==> src/rtl/pio_debounced_pkg.sv <==
// Shared constants for the debounced PIO block.
//   - Register word offsets on the Avalon-MM slave.
//   - Edge-capture trigger selectors.
//   - clog2 helper for sizing counters from parameters.
package pio_debounced_pkg;

  localparam logic [2:0] REG_IN   = 3'd0;
  localparam logic [2:0] REG_OUT  = 3'd1;
  localparam logic [2:0] REG_MASK = 3'd2;
  localparam logic [2:0] REG_EDGE = 3'd3;
  localparam logic [2:0] REG_SET  = 3'd4;
  localparam logic [2:0] REG_CLR  = 3'd5;

  localparam int unsigned EDGE_RISE = 0;
  localparam int unsigned EDGE_FALL = 1;
  localparam int unsigned EDGE_ANY  = 2;

  // Smallest r with 2**r >= value; clog2(1) = 0.
  function automatic int unsigned clog2(input int unsigned value);
    int unsigned res;
    res = 0;
    for (int i = 0; i < 32; i++) begin
      if ((33'd1 << i) < 33'(value)) res = i + 1;
    end
    return res;
  endfunction

endpackage

==> src/rtl/pio_debounce_bit.sv <==
// One input bit: 2-FF synchroniser followed by a stability counter.
// A change on the synchronised input is accepted into stable_o only after it
// has held for DEBOUNCE_CYCLES consecutive clocks; shorter glitches are dropped.
// Ports:
//   clk_i    - clock
//   rst_i    - synchronous active-high reset
//   raw_i    - asynchronous raw input
//   stable_o - debounced level
module pio_debounce_bit
  import pio_debounced_pkg::*;
#(
  parameter int unsigned DEBOUNCE_CYCLES = 50000
) (
  input  logic clk_i,
  input  logic rst_i,
  input  logic raw_i,
  output logic stable_o
);

  localparam int unsigned CntW = clog2(DEBOUNCE_CYCLES) + 1;
  localparam logic [CntW-1:0] CntMax = CntW'(DEBOUNCE_CYCLES - 1);

  logic            sync1_q, sync2_q;
  logic            stable_q, stable_d;
  logic [CntW-1:0] cnt_q, cnt_d;

  always_comb begin
    stable_d = stable_q;
    cnt_d    = cnt_q;
    if (sync2_q == stable_q) begin
      cnt_d = '0;
    end else if (cnt_q == CntMax) begin
      stable_d = sync2_q;
      cnt_d    = '0;
    end else begin
      cnt_d = cnt_q + CntW'(1);
    end
  end

  always_ff @(posedge clk_i) begin
    if (rst_i) begin
      sync1_q  <= 1'b0;
      sync2_q  <= 1'b0;
      stable_q <= 1'b0;
      cnt_q    <= '0;
    end else begin
      sync1_q  <= raw_i;
      sync2_q  <= sync1_q;
      stable_q <= stable_d;
      cnt_q    <= cnt_d;
    end
  end

  assign stable_o = stable_q;

endmodule

==> src/rtl/pio_debounced_irq.sv <==
// Combined switch/LED PIO on one Avalon-MM slave.
// Inputs are synchronised and debounced per bit, edges are captured into a
// write-1-to-clear register, and a maskable registered level interrupt is
// raised. Outputs are a plain register with atomic set/clear aliases.
// Ports:
//   clk_clk, reset_reset             - clock, synchronous active-high reset
//   avs_*                            - Avalon-MM slave, fixed read latency 1
//   sw_external_connection_export    - raw asynchronous inputs
//   led_external_connection_export   - output register
//   irq                              - level interrupt
module pio_debounced_irq
  import pio_debounced_pkg::*;
#(
  parameter int unsigned      IN_W            = 4,
  parameter int unsigned      OUT_W           = 4,
  parameter int unsigned      DEBOUNCE_CYCLES = 50000,
  parameter int unsigned      EDGE_MODE       = 2,
  parameter logic [OUT_W-1:0] OUT_RESET       = '0
) (
  input  logic             clk_clk,
  input  logic             reset_reset,
  input  logic [2:0]       avs_address,
  input  logic             avs_read,
  input  logic             avs_write,
  input  logic [31:0]      avs_writedata,
  output logic [31:0]      avs_readdata,
  output logic             avs_readdatavalid,
  input  logic [IN_W-1:0]  sw_external_connection_export,
  output logic [OUT_W-1:0] led_external_connection_export,
  output logic             irq
);

  logic [IN_W-1:0]  stable, stable_dly_q;
  logic [IN_W-1:0]  rise, fall, edge_evt, edge_clr;
  logic [IN_W-1:0]  edge_cap_q, edge_cap_d;
  logic [IN_W-1:0]  mask_q, mask_d;
  logic [OUT_W-1:0] out_q, out_d;
  logic [31:0]      rd_mux, readdata_q;
  logic             rdvalid_q, irq_q;

  // Upper writedata bits are ignored for narrow configurations.
  logic unused_wdata;
  assign unused_wdata = ^avs_writedata;

  for (genvar i = 0; i < IN_W; i++) begin : g_in
    pio_debounce_bit #(
      .DEBOUNCE_CYCLES(DEBOUNCE_CYCLES)
    ) u_db (
      .clk_i   (clk_clk),
      .rst_i   (reset_reset),
      .raw_i   (sw_external_connection_export[i]),
      .stable_o(stable[i])
    );
  end

  assign rise = stable & ~stable_dly_q;
  assign fall = ~stable & stable_dly_q;

  always_comb begin
    if (EDGE_MODE == EDGE_RISE) begin
      edge_evt = rise;
    end else if (EDGE_MODE == EDGE_FALL) begin
      edge_evt = fall;
    end else begin
      edge_evt = rise | fall;
    end
  end

  // Register writes.
  always_comb begin
    out_d    = out_q;
    mask_d   = mask_q;
    edge_clr = '0;
    if (avs_write) begin
      case (avs_address)
        REG_OUT:  out_d    = avs_writedata[OUT_W-1:0];
        REG_MASK: mask_d   = avs_writedata[IN_W-1:0];
        REG_EDGE: edge_clr = avs_writedata[IN_W-1:0];
        REG_SET:  out_d    = out_q | avs_writedata[OUT_W-1:0];
        REG_CLR:  out_d    = out_q & ~avs_writedata[OUT_W-1:0];
        default:  ;
      endcase
    end
    // A new edge beats a same-cycle W1C on the same bit.
    edge_cap_d = (edge_cap_q & ~edge_clr) | edge_evt;
  end

  // Read mux samples current register state, so a same-cycle write or
  // capture is not yet visible.
  always_comb begin
    rd_mux = '0;
    case (avs_address)
      REG_IN:   rd_mux[IN_W-1:0]  = stable;
      REG_OUT:  rd_mux[OUT_W-1:0] = out_q;
      REG_MASK: rd_mux[IN_W-1:0]  = mask_q;
      REG_EDGE: rd_mux[IN_W-1:0]  = edge_cap_q;
      default:  ;
    endcase
  end

  always_ff @(posedge clk_clk) begin
    if (reset_reset) begin
      stable_dly_q <= '0;
      edge_cap_q   <= '0;
      mask_q       <= '0;
      out_q        <= OUT_RESET;
      readdata_q   <= '0;
      rdvalid_q    <= 1'b0;
      irq_q        <= 1'b0;
    end else begin
      stable_dly_q <= stable;
      edge_cap_q   <= edge_cap_d;
      mask_q       <= mask_d;
      out_q        <= out_d;
      readdata_q   <= avs_read ? rd_mux : 32'd0;
      rdvalid_q    <= avs_read;
      irq_q        <= |(edge_cap_q & mask_q);
    end
  end

  assign avs_readdata                   = readdata_q;
  assign avs_readdatavalid              = rdvalid_q;
  assign irq                            = irq_q;
  assign led_external_connection_export = out_q;

endmodule

==> config.mk <==
export PLATFORM = sky130hd
export DESIGN_NAME = pio_debounced_irq
export DESIGN_NICKNAME = d
export VERILOG_FILES = /design/src/rtl/pio_debounced_pkg.sv /design/src/rtl/pio_debounce_bit.sv /design/src/rtl/pio_debounced_irq.sv
export SDC_FILE = /design/constraint.sdc
export NUM_CORES = 1
export LEC_CHECK = 0
export ABC_AREA = 1
export CAP_MARGIN = 40
export CORE_AREA = 2 2 83 165
export DETAILED_ROUTE_END_ITERATION = 16
export DIE_AREA = 0 0 85 167
export GPL_ROUTABILITY_DRIVEN = 1
export GPL_TIMING_DRIVEN = 0
export PLACE_DENSITY = 0.61
export RECOVER_POWER = 25
export SYNTH_ARGS = -nofsm -noshare
export SYNTH_HDL_FRONTEND = slang
export SYNTH_HIERARCHICAL = 1
export SYNTH_SLANG_ARGS = --single-unit
==> constraint.sdc <==
create_clock -name clk_clk -period 3.9 [get_ports clk_clk]
set_input_delay 0.585 -clock clk_clk [delete_from_list [all_inputs] [get_ports clk_clk]]
set_output_delay 0.585 -clock clk_clk [all_outputs]
set_load 0.05 [all_outputs]
==> results of run 1 <==
[per-stage QoR]
step                      power (mW)  std cells  setup slack [ns]
after global routing           2.282        974             1.684
after CTS                      2.232        974             1.732
after detailed placement       1.258        958             1.460
final                          2.196        974             1.763
after floorplan                1.221        783             2.569
after global placement         1.257        958             1.515
[synth_stat cells (all sizes together)]
master  number  area share [%]
a31oi        1            0.12
a21oi       40             3.7
xor2        24             3.9
nand3       55             6.7
dfxtp      102              38
ha           4            0.93
inv         95             6.7
buf         35             6.0
nand3b       4            0.56
conb         1           0.070
nand2      169              13
xnor2       12             2.0
clkbuf       2            0.33
nand4       20             2.3
o21ai       16             1.7
or2          4            0.47
nor2       172              14
[power by group through the flow]
| stage | combinational [mW] | sequential, mW | clock, mW |
|---|---|---|---|
| after floorplan | 0.132 | 1.09 | 0 |
| after global placement | 0.176 | 1.08 | 0 |
| after detailed placement | 0.178 | 1.08 | 0 |
| after CTS | 0.178 | 1.06 | 0.998 |
| after global routing | 0.190 | 1.06 | 1.04 |
| final | 0.177 | 1.06 | 0.962 |
[metal layers]
layer	track usage (%)	vias up
met5	0	-
met4	8.144	0
met3	1.635	23
met2	32.57	68
met1	15.60	2101
li1	-	2413
[state kept, by name, summed over array words and instances, names as in the netlist, 4 cells and up]
| name | count |
|---|---|
| avs_readdata | 4 |
| g_in.u_db/cnt_q | 68 |
| g_in.u_db/sync1_q | 4 |
| stable_dly_q | 4 |
| edge_cap_q | 4 |
| g_in.u_db/stable_o | 4 |
| led_external_connection_export | 4 |
| mask_q | 4 |
| g_in.u_db/sync2_q | 4 |
[cell families (layout without fill, tap and decap cells)]
logic type	count (synthesis)	in the layout	synth area share, %
compound gates	57	57	5.541
flops	102	102	38.00
simple gates	424	424	36.62
fa+ha+maj	4	4	0.9314
other cells	1	28	0.06978
xor+xnor	36	36	5.867
buf+inv	132	171	12.97
[layout make-up]
class / count / area, sq um
fill: 1300 / 6703
multi-input combinational: 549 / 2734
sequential: 102 / 2042
inverter: 95 / 359.1
buffer: 37 / 337.8
timing repair buffer: 23 / 230.2
clock buffer: 10 / 229.0
tap: 152 / 190.2
clock inverter: 6 / 93.84
[worst paths after layout]
check,start,end,slack (ns),cells after the start
worst max register to register,g_in[3].u_db/cnt_q[0],g_in[3].u_db/cnt_q[12],2.36,7
worst max-delay path,led_external_connection_export[3],led_external_connection_export[3],1.76,1
worst min-delay path,g_in[0].u_db/sync1_q,g_in[0].u_db/sync2_q,0.40,2
worst min register to register,g_in[0].u_db/sync1_q,g_in[0].u_db/sync2_q,0.40,2
==> implementation parameters, run 1 <==
Parameter                              Value

Cells and area
  Post-route cell area ... 6216 sq um
  Share of final-layout standard cells stronger than drive strength 1 ... 13.87%
  Commonest cells after routing, fill and taps aside ... 160 x sky130_fd_sc_hd__nand2_1, 142 x sky130_fd_sc_hd__nor2_1, 102 x sky130_fd_sc_hd__dfxtp_1
  Most frequent standard cell in the layout excluding fill and tap cells ... sky130_fd_sc_hd__nand2_1
  Final layout net count ... 864
  Area growth syn-to-layout ... 15.67%
  Share of the core filled with cells in the final layout ... 48.12%
  Antenna diode count ... 0

Drt
  Residual DRC count ... 0
  Antenna Nets Post-Route ... 0
  Met2 wirelength from detailed routing ... 6.287 mm
  Sum of routed wire segments on met1 ... 4.083 mm
  Number of vias after detailed routing ... 4605
  DRT Pass-1 Iters ... 4
  Average via count per standard cell ... 4.728
  WL/cell ... 11.25 microns
  Top layer reached by signal wires ... met4
  Overall routed net length ... 10.96 mm
  Drt initial violations ... 149
  Total length of routed met3 wires ... 241 microns

Timing
  Slew Limit Headroom ... 51.82%
  Total negative slack ... 0 ns
  Count of pins over their slew limit ... 0
  Layout Skew ... 0.008808 ns
  Final period demand of the worst path ... 2.137 ns
  Worst hold-check slack ... 0.4042 ns
  Setup repair after global routing missed its margin ... no
  Final Cycle Share ... 54.81%
  Hold Fails Final Rpt ... 0
  Actual slew at the worst max-slew pin ... 0.7202 ns
  # setup viols final ... 0
  Max Freq ... 467.9 MHz

Floorplan
  Std-Cell Rows ... 59
  Die Outline Area ... 14200 sq um
  Core Box Area ... 12920 sq um
  I/O pin count ... 81
  Starting utilization of the core area ... 41.60%
  Die height ... 167 microns
  Chip width ... 85 microns

GRT
  First-pass GRT wire length ... 19.11 mm
  Global route overflow ... 0
  Number of global-route vias before repair ... 4468
  Maximum number of pins on one net before global-route repair ... 18
  Total routing resource utilization after global routing ... 16.27%
  Number of antenna violations at the first check in global routing ... 0

Placed design
  Routability cong. ... 0.9117
  Cell area after placement ... 5896 sq um
  Post-detailed-placement half-perimeter wirelength ... 8.613 mm
  IO buf count ... 23

Clocking
  TritonCTS clock tree ... built
  Clock transition at path regs ... 0.07 ns
  Longest Clk Path Bufs ... 2
  Count of hold buffers inserted by post-cts repair ... 0
  Master cell of the clock root buffer ... sky130_fd_sc_hd__clkbuf_16
  Setup fix buffers added after clock tree synthesis ... 0
  Resize count post-CTS ... 0
  Sink Count ... 102
  Clk_lat worst skew ... 0.34 ns
  H-tree depth ... 3
  Number of buffers inserted during clock tree synthesis ... 9

Critical path
  CP cell instances ... clkdlybuf4s50_1
  Crit-path max FO ... 3
  Critical path required time ... 3.31 ns
  Startpoint Class ... flop
  Top cell family by delay on the critical path ... buffers and inverters
  Largest stage delay, worst path ... 0.83 ns
  Class of the most critical setup path ... flop to output port
  Critical-path top delay cell ... sky130_fd_sc_hd__clkdlybuf4s50_1
  Critical Path Sink Type ... output port
  Buf+Inv Stages, Crit Path ... 1
  Critical path arrival ... 1.55 ns

Power and ir drop
  Internal Power ... 1.674 mW
  Share of total power consumed by net switching ... 23.76%
  Combinational share of power ... 8.1%
  Fraction of power consumed by sequential logic ... 48.1%
  Largest voltage drop on the vdd net ... 0.0002476 V
  Portion of total power attributed to the clock network ... 43.8%
  Power density of the placed cells ... 353.2 nW/um^2
  Lkg Pwr ... 2.359 nW
  Net switching power ... 0.5218 mW

Outcome
  Run status ... finished, final reports clean

Synthesis
  Number of warnings reported in the yosys synthesis log ... 6
  Avg Inst Size Synth ... 7.108 sq um
  Mapped Cells ... 756
  Number of distinct library cells after synthesis ... 30
  Total of flip-flops plus latches after synthesis ... 102
  Cell Area, Synth ... 5374 sq um
  Sequential element share of the synthesized area ... 38.00%

Job
  Max-cap violations ... 0

Hold path
  Tightest Hold Check Type ... flop to flop
No activity file was read; power rests on OpenSTA's default activity.
==> inputs of run 2 (changes only) <==
- PLACE_DENSITY: 0.61 -> 0.63
- clock period: 3.9 -> 1.93 ns (I/O delays scaled with it)
==> implementation parameters, run 2 (synthesis results as in run 1) <==
Parameter                              Value

Outcome
  Run status ... finished, final reports clean (unchanged)

Critical path
  Class of the most critical setup path ... flop to output port (unchanged)
  Buf+Inv Stages, Crit Path ... 1 (unchanged)
  Critical Path Sink Type ... output port (unchanged)
  Critical path arrival ... 1.56 ns (was 1.55 ns)
  FF-to-FF Start ... g_in[0].u_db/cnt_q[0] (was g_in[3].u_db/cnt_q[0])
  Largest stage delay, worst path ... 0.82 ns (was 0.83 ns)
  Critical-path top delay cell ... sky130_fd_sc_hd__clkdlybuf4s50_1 (unchanged)
  Crit-path max FO ... 3 (unchanged)
  Worst reg2reg path depth ... 7 (unchanged)
  Startpoint Class ... flop (unchanged)
  Reg-to-Reg End ... g_in[0].u_db/cnt_q[10] (was g_in[3].u_db/cnt_q[12])
  CP cell instances ... clkdlybuf4s50_1 (unchanged)
  Critical path required time ... 1.64 ns (was 3.31 ns)
  Reg-to-reg setup timing slack ... 0.38 ns (was 2.36 ns)
  Top cell family by delay on the critical path ... buffers and inverters (unchanged)

Clocking
  Master cell of the clock root buffer ... sky130_fd_sc_hd__clkbuf_16 (unchanged)
  Longest Clk Path Bufs ... 2 (unchanged)
  Count of hold buffers inserted by post-cts repair ... 0 (unchanged)
  H-tree depth ... 3 (unchanged)
  TritonCTS clock tree ... built (unchanged)
  Number of buffers inserted during clock tree synthesis ... 9 (unchanged)
  Clock transition at path regs ... 0.07 ns (about the same)
  Clk_lat worst skew ... 0.34 ns (about the same)
  Sink Count ... 102 (unchanged)

Timing
  Worst Slack Setup Final ... 0.08386 ns (was 1.763 ns)
  Hold Fails Final Rpt ... 0 (unchanged)
  Final Cycle Share ... 95.65%
  Actual slew at the worst max-slew pin ... 0.8156 ns (was 0.7202 ns)
  Setup repair after global routing missed its margin ... no (unchanged)
  Final period demand of the worst path ... 1.846 ns
  Count of pins over their slew limit ... 0 (unchanged)
  # setup viols final ... 0 (unchanged)
  Layout Skew ... 0.006917 ns (was 0.008808 ns)
  Slew Limit Headroom ... 45.63% (was 51.82%)
  Max Freq ... 541.7 MHz

Drt
  DRT Pass-1 Iters ... 4 (unchanged)
  Drt initial violations ... 171 (was 149)
  WL/cell ... 11.33 microns (was 11.25 microns)
  Residual DRC count ... 0 (unchanged)
  Average via count per standard cell ... 4.634 (was 4.728)
  Overall routed net length ... 11.04 mm (was 10.96 mm)
  Number of vias after detailed routing ... 4514 (was 4605)
  Antenna Nets Post-Route ... 0 (unchanged)

GRT
  Number of antenna violations at the first check in global routing ... 0 (unchanged)
  Total routing resource utilization after global routing ... 16.06% (was 16.27%)
  First-pass GRT wire length ... 18.86 mm (was 19.11 mm)
  Number of global-route vias before repair ... 4465 (was 4468)
  Maximum number of pins on one net before global-route repair ... 18 (unchanged)
  Global route overflow ... 0 (unchanged)

Floorplan
  Core Box Area ... 12920 sq um (unchanged)
  Die Outline Area ... 14200 sq um (unchanged)
  Starting utilization of the core area ... 41.60% (unchanged)
  Die height ... 167 microns (unchanged)
  I/O pin count ... 81 (unchanged)
  Std-Cell Rows ... 59 (unchanged)
  Chip width ... 85 microns (unchanged)

Placed design
  Placed cells ... 958 (unchanged)
  Cell area after placement ... 5896 sq um (unchanged)
  Routability cong. ... 0.8370 (was 0.9117)
  Post-detailed-placement half-perimeter wirelength ... 8.556 mm (was 8.613 mm)
  Post-placement setup slack ... -0.2110 ns (was 1.460 ns)
  IO buf count ... 23 (unchanged)

Power and ir drop
  Lkg Pwr ... 2.349 nW (was 2.359 nW)
  Largest voltage drop on the vdd net ... 0.0004537 V (was 0.0002476 V)
  Power density of the placed cells ... 700.5 nW/um^2 (was 353.2 nW/um^2)

Cells and area
  Count of fill cells added during filler insertion ... 1334 (was 1300)
  Area of the multi-input gates ... 2724 sq um (was 2734 sq um)
  Register with the most flip-flops ... g_in.u_db/cnt_q (unchanged)
  Flip-flop count of the largest register, all copies and words added ... 68 (unchanged)
  Share of final-layout standard cells stronger than drive strength 1 ... 13.63% (was 13.87%)
  Final standard cell count with taps included and fillers excluded ... 974 (unchanged)
  Commonest cells after routing, fill and taps aside ... 160 x sky130_fd_sc_hd__nand2_1, 142 x sky130_fd_sc_hd__nor2_1, 102 x sky130_fd_sc_hd__dfxtp_1 (unchanged)
  Final layout net count ... 864 (unchanged)
  Storage element area ... 2042 sq um (unchanged)
  Most frequent standard cell in the layout excluding fill and tap cells ... sky130_fd_sc_hd__nand2_1 (unchanged)
  Area growth syn-to-layout ... 14.83% (was 15.67%)
  Post-route cell area ... 6171 sq um (was 6216 sq um)
  Antenna diode count ... 0 (unchanged)

Hold path
  Terminating pin of the worst hold path ... led_external_connection_export[0] (was g_in[0].u_db/sync2_q)
  Tightest Hold Check Type ... input port to flop (was flop to flop)
  Hold Crit Depth ... 5 (was 2)
  Hold path start ... avs_address[2] (was g_in[0].u_db/sync1_q)

Job
  Max-cap violations ... 0 (unchanged)
[run 2: cell count changes in the layout (fill, tap and decap cells not counted), sizes merged]
cell / delta
buf: -1
bufinv: -1
clkbuf: +4
clkdlybuf4s50: -1
clkinv: +1
clkinvlp: -1
inv: -1
[run 2: stage by stage]
step / setup TNS, ns / hold WS [ns] / util, % / power, mW
after global routing: 0 / 0.3598 / 47.77 / 4.467
after global placement: -5.029 / 0.3970 / 45.64 / 2.542
after floorplan: 0 / 0.3586 / - / 2.467
final: 0 / 0.3358 / 47.77 / 4.322
after detailed placement: -8.541 / 0.3989 / 45.64 / 2.543
after CTS: 0 / 0.3320 / 47.97 / 4.383
[run 2: report_power, final]
group | total (mW) | switching (mW) | internal [mW]
Clock | 1.83 | 0.763 | 1.07
Sequential | 2.13 | 0.0124 | 2.12
Combinational | 0.354 | 0.243 | 0.111
[run 2: metal layers]
layer  global-route usage, %  part of all wire [%]
met5                       0                     0
met2                   32.68                    57
met3                   2.081                   2.3
met1                   15.19                    38
met4                   6.763                   2.3
[run 2: how the worst max path moves through the flow]
stage / from / to / depth (start not counted)
after floorplan: g_in[0].u_db/cnt_q[0] / g_in[0].u_db/cnt_q[10] / 7
after global placement: reset_reset / g_in[0].u_db/cnt_q[11] / 7
after detailed placement: reset_reset / g_in[3].u_db/cnt_q[12] / 7
after CTS: led_external_connection_export[3] / led_external_connection_export[3] / 1
after global routing: led_external_connection_export[3] / led_external_connection_export[3] / 1
final: led_external_connection_export[0] / led_external_connection_export[0] / 1
[run 2: what timing repair did]
item	CTS	global route
gates resized for setup	0	1
setup endpoints to repair	0	1
buffers inserted	0	0
[run 2: area by class of cell]
cell class                 instances  share of cell area, %
clock inverter                     4                 0.7299
timing repair buffer              23                  3.629
sequential                       102                  33.09
multi-input combinational        549                  44.14
inverter                          95                  5.819
buffer                            37                  5.353
tap                              152                  3.082
clock buffer                      12                  4.157
==> inputs of run 3 (changes only) <==
- CAP_MARGIN: 40 -> not set
==> results of run 3 <==
No change in the layout: final DEF, timing and power equal those of run 2.
